$ cat src/rtl/ram_dp_clr.sv
// Simple dual-port RAM (one write, one registered read) with a built-in clear sequencer.
// Optional RAM_BYPASS_EN: same-cycle write/read to one address forwards the write data.
module ram_dp_clr #(
   parameter int  WORD_SIZE   = 32,
   parameter int  LENGTH_SIZE = 16,
   localparam int ADR_SIZE    = $clog2(LENGTH_SIZE)
) (
   input  logic                 clk,
   input  logic                 rst,
   input  logic                 clr,
   output logic                 busy,
   input  logic                 wr,
   input  logic [ADR_SIZE-1:0]  wrAdr,
   input  logic [WORD_SIZE-1:0] dataIn,
   input  logic                 rd,
   input  logic [ADR_SIZE-1:0]  rdAdr,
   output logic [WORD_SIZE-1:0] dataOut,
   output logic                 dataValid
);

   // state | meaning
   // CLEAR | zeroing mem[clr_adr], one word per edge; busy, wr/rd/clr ignored
   // IDLE  | normal operation; clr restarts the clear sequence

   typedef enum logic {CLEAR, IDLE} state_t;

   localparam logic [ADR_SIZE:0]   LEN_EXT  = (ADR_SIZE+1)'(LENGTH_SIZE);
   localparam logic [ADR_SIZE-1:0] LAST_ADR = ADR_SIZE'(LENGTH_SIZE - 1);

   logic [WORD_SIZE-1:0] mem [LENGTH_SIZE];

   state_t               state, state_nxt;
   logic [ADR_SIZE-1:0]  clr_adr, clr_adr_nxt;
   logic                 mem_we;
   logic [ADR_SIZE-1:0]  mem_wa;
   logic [WORD_SIZE-1:0] mem_wd;
   logic                 rd_en;
   logic [WORD_SIZE-1:0] rd_word;
   logic                 wr_in_range, rd_in_range;

   assign wr_in_range = ({1'b0, wrAdr} < LEN_EXT);
   assign rd_in_range = ({1'b0, rdAdr} < LEN_EXT);

   always_comb begin
      state_nxt   = state;
      clr_adr_nxt = clr_adr;
      mem_we      = 1'b0;
      mem_wa      = wrAdr;
      mem_wd      = dataIn;
      rd_en       = 1'b0;
      unique case (state)
         CLEAR: begin
            mem_we = 1'b1;
            mem_wa = clr_adr;
            mem_wd = '0;
            if (clr_adr == LAST_ADR) begin
               state_nxt   = IDLE;
               clr_adr_nxt = '0;
            end else begin
               clr_adr_nxt = clr_adr + 1'b1;
            end
         end
         IDLE: begin
            if (clr) begin
               state_nxt   = CLEAR;
               clr_adr_nxt = '0;
            end else begin
               mem_we = wr && wr_in_range;
               rd_en  = rd;
            end
         end
         default: state_nxt = CLEAR;
      endcase
   end

   // Out-of-range reads return zero but are still flagged valid.
   always_comb begin
      rd_word = '0;
      if (rd_in_range) begin
         rd_word = mem[rdAdr];
`ifdef RAM_BYPASS_EN
         if (wr && (wrAdr == rdAdr))
            rd_word = dataIn;
`endif
      end
   end

   always_ff @(posedge clk) begin
      if (rst) begin
         state     <= CLEAR;
         clr_adr   <= '0;
         dataOut   <= '0;
         dataValid <= 1'b0;
      end else begin
         state     <= state_nxt;
         clr_adr   <= clr_adr_nxt;
         dataValid <= rd_en;
         if (rd_en)
            dataOut <= rd_word;
      end
   end

   // Memory array kept free of reset so it maps onto RAM macros.
   always_ff @(posedge clk) begin
      if (!rst && mem_we)
         mem[mem_wa] <= mem_wd;
   end

   assign busy = rst || (state == CLEAR);

endmodule

$ cat config.mk
export PLATFORM = sky130hd
export DESIGN_NAME = ram_dp_clr
export DESIGN_NICKNAME = d
export VERILOG_FILES = /design/src/rtl/ram_dp_clr.sv
export SDC_FILE = /design/constraint.sdc
export NUM_CORES = 1
export LEC_CHECK = 0
export ABC_AREA = 1
export BUFFER_PORTS_ARGS = -buffer_cell sky130_fd_sc_hd__buf_4
export CORE_UTILIZATION = 50
export CTS_CLUSTER_DIAMETER = 50
export DETAILED_ROUTE_END_ITERATION = 16
export GPL_TIMING_DRIVEN = 0
export PLACE_DENSITY = 0.66
export SYNTH_ARGS = -nofsm -noshare
export SYNTH_HDL_FRONTEND = slang
export SYNTH_SLANG_ARGS = --single-unit
$ cat constraint.sdc
create_clock -name clk -period 9.05 [get_ports clk]
set_clock_uncertainty 0.15 [all_clocks]
set_input_delay 0.4525 -clock clk [delete_from_list [all_inputs] [get_ports clk]]
set_output_delay 0.4525 -clock clk [all_outputs]
set_load 0.02 [all_outputs]
==> impl_metrics.ini <==
[status]
status = completed

[finish]
seqCellArea_um2 = 16140
multi_input_area_um2 = 5514
drive_above_1_share = 0.1141
n_antenna_cell = 0
syn2layout_area_growth_pct = 16.34
nets = 2476
stdcell_area_um2 = 27360
nFillCells = 3770

[placement]
portBuffers = 76
gp_congestion = 0.8297
place_area_um2 = 25370
hpwl_mm = 42.16
place_ws_ns = 5.999

[clock_network]
clockBufferDepth = 3
clk_latency_ns = 0.62
path_clk_slew_ns = 0.06
cts_tree = done
root_buffer = clkbuf_16
cts_resized = 0
htree_num_levels = 2
cts_buffers = 58
cts.sinks = 550

[die]
initial_core_util = 0.5061
io_pins = 79
rows = 79
die_w_um = 218.9
coreArea_um2 = 46460
die_y_um = 218.9
dieArea_um2 = 47900

[synth]
syn_area_um2 = 23510
synth_top_family_by_area = simple AND/OR/NAND/NOR gates
yosys.area_share.adder = 0.0005321
synth_top_cell_by_area = edfxtp_1
synth_compound_area_frac = 0.01192
yosys.area_share.simple = 0.2166
synth_flop_cell = edfxtp_1
synth_edf_count = 512
synth_xor_xnor_area_share = 0.0003725
syn_nets = 2320
synth.most_common_cell = nand2_1
ys_ff_latch = 550
ys_types = 23
synth.area.mux_share = 0
yosys_warnings = 0
synthTopCellsByCount = nand2_1 (847), edfxtp_1 (512), nand3_1 (358), inv_1 (326), buf_2 (48)
avgSynthCellArea_um2 = 10.34
synthArstFlopShare = 0
netlist.area_leader.share = 0.6539
synth_area_leaders = edfxtp_1 (65%), nand2_1 (14%), nand3_1 (7.6%)
postSynthCellCount = 2274
seq_area_frac_synth = 0.6862

[worst_setup_path]
timing.rr.start = state$_SDFF_PP0_
worstPathCellList = dlygate4sd3_1 -> buf_4 -> clkinv_1 -> nand2_1 -> nor2_1 -> nand3_1 -> nor2_4 -> buf_16
max_stage_delay_ns = 0.72
critPathKind = in -> reg
arrival_ns = 3.17
end_kind = register
worst_ep_required_time_ns = 9.20
worstPathMaxFanout = 17
crit_path_start_kind = input pin
crit_path_start = rst
crit_slowest_cell = nor2_4

[drt]
totalWireLength_mm = 64.71
dr.pass1.iters = 6
vias = 16520
wl_per_cell_um = 20.96
drc = 0
drtIter0Drc = 1724
routed_via_density = 5.351
ant_nets = 0

[global_routing]
grt_overflow = 0
grt_util_met2 = 0.4485
busiest_layer = met2
antenna_found_initial = 0
grt_pass1_wl_mm = 95.92
gr-usage-met3 = 0.06098
grt_usage = 0.2775
grt_pass1_vias = 15860
grt_max_degree = 22
grt_use_met1 = 0.3613

[timing]
finalMaxSlewViolations = 0
setup_slack_ns = 6.038
min_period_over_period = 0.3328
slew_headroom = 0.2683
fmax_ghz = 0.3320
finalSetupViolCount = 0
rsz0062_at_grt = no
setup_tns_ns = 0
hold_viol = 0
tightest_slew_ns = 1.098
period_needed_ns = 3.012

[pwr]
pwr_density_cell_nw_per_um2 = 201.7
p_leak_nw = 11.89
fin_total_pwr_mw = 5.518
max-vdd-ir-drop_uv = 143.3

[worst_hold_path]
hold_path.class = in -> reg
min_from = dataIn[9]

[job]
maxCapViolations = 0
## final cells by class
type | count | share of cell area
Tap cell | 607 | 0.02776
Clock inverter | 35 | 0.01326
Multi-Input combinational cell | 1275 | 0.2016
Sequential cell | 550 | 0.5899
Clock buffer | 75 | 0.05772
Inverter | 331 | 0.04560
Buffer | 118 | 0.02689
Timing Repair Buffer | 96 | 0.03732
## sequential cells by signal (all words and copies together) (netlist names)
register   count
clr_adr        4
state          1
dataOut       32
dataValid      1
mem          512
## path summary, 6_finish.rpt
| path | cells after the start | slack, ns | to |
|---|---|---|---|
| setup / recovery | 8 | 6.04 | mem[12][20]$_DFFE_PP_ |
| hold / removal | 3 | 0.26 | mem[6][9]$_DFFE_PP_ |
| setup reg to reg | 6 | 6.14 | mem[12][20]$_DFFE_PP_ |
| hold reg to reg | 2 | 0.34 | clr_adr[1]$_SDFFE_PP0P_ |
## layer usage
metal,up-vias,wire (um)
li1,7682,-
met1,7896,25620
met2,770,30350
met3,171,6032
met4,0,2708
met5,-,0
## cell usage in the layout, fill, tap and decap left out, drive strengths merged
cell type,netlist,final
a21oi,5,5
buf,102,194
bufinv,0,7
clkbuf,16,91
clkinv,1,25
clkinvlp,0,2
dfxtp,38,38
dlygate4sd3,0,4
edfxtp,512,512
ha,1,1
inv,330,332
nand2,847,847
nand3,358,358
nand3b,1,1
nor2,23,23
o21a,32,32
o21ai,3,3
or2,4,4
xor2,1,1
## through the flow
step,utilization,hold WS (ns),cells
final,0.5888,0.2604,3087
after global routing,0.5888,0.2588,3087
after CTS,0.5888,0.2298,3087
after detailed placement,0.5462,0.3329,2973
after global placement,0.5347,0.3256,2957
after floorplan,-,0.3100,2274
## logic make-up (layout without fill, tap and decap cells)
logic type / Yosys count / after routing
buffers and inverters: 449 / 655
AND/OR/NAND/NOR: 1233 / 1233
adder cells (fa/ha/maj): 1 / 1
AO/OA/AOI/OAI: 40 / 40
XOR/XNOR: 1 / 1
flip-flops: 550 / 550
## where the power goes
group | total [mW] | internal (mW) | switching, mW
clock | 2.42 | 1.43 | 0.992
sequential | 2.78 | 2.77 | 0.00688
combinational | 0.318 | 0.0972 | 0.221
## what timing repair did
action                    in CTS  in global routing
setup buffers                  0                  0
hold endpoints to repair       6                  0
hold buffers                   4                  0
## critical path: cells and delay by family
| kind | cells | cell delay (ns) |
|---|---|---|
| simple gates | 4 | 1.48 |
| buf+inv | 4 | 1.20 |
Note: power is estimated with default switching activity, not from simulation.
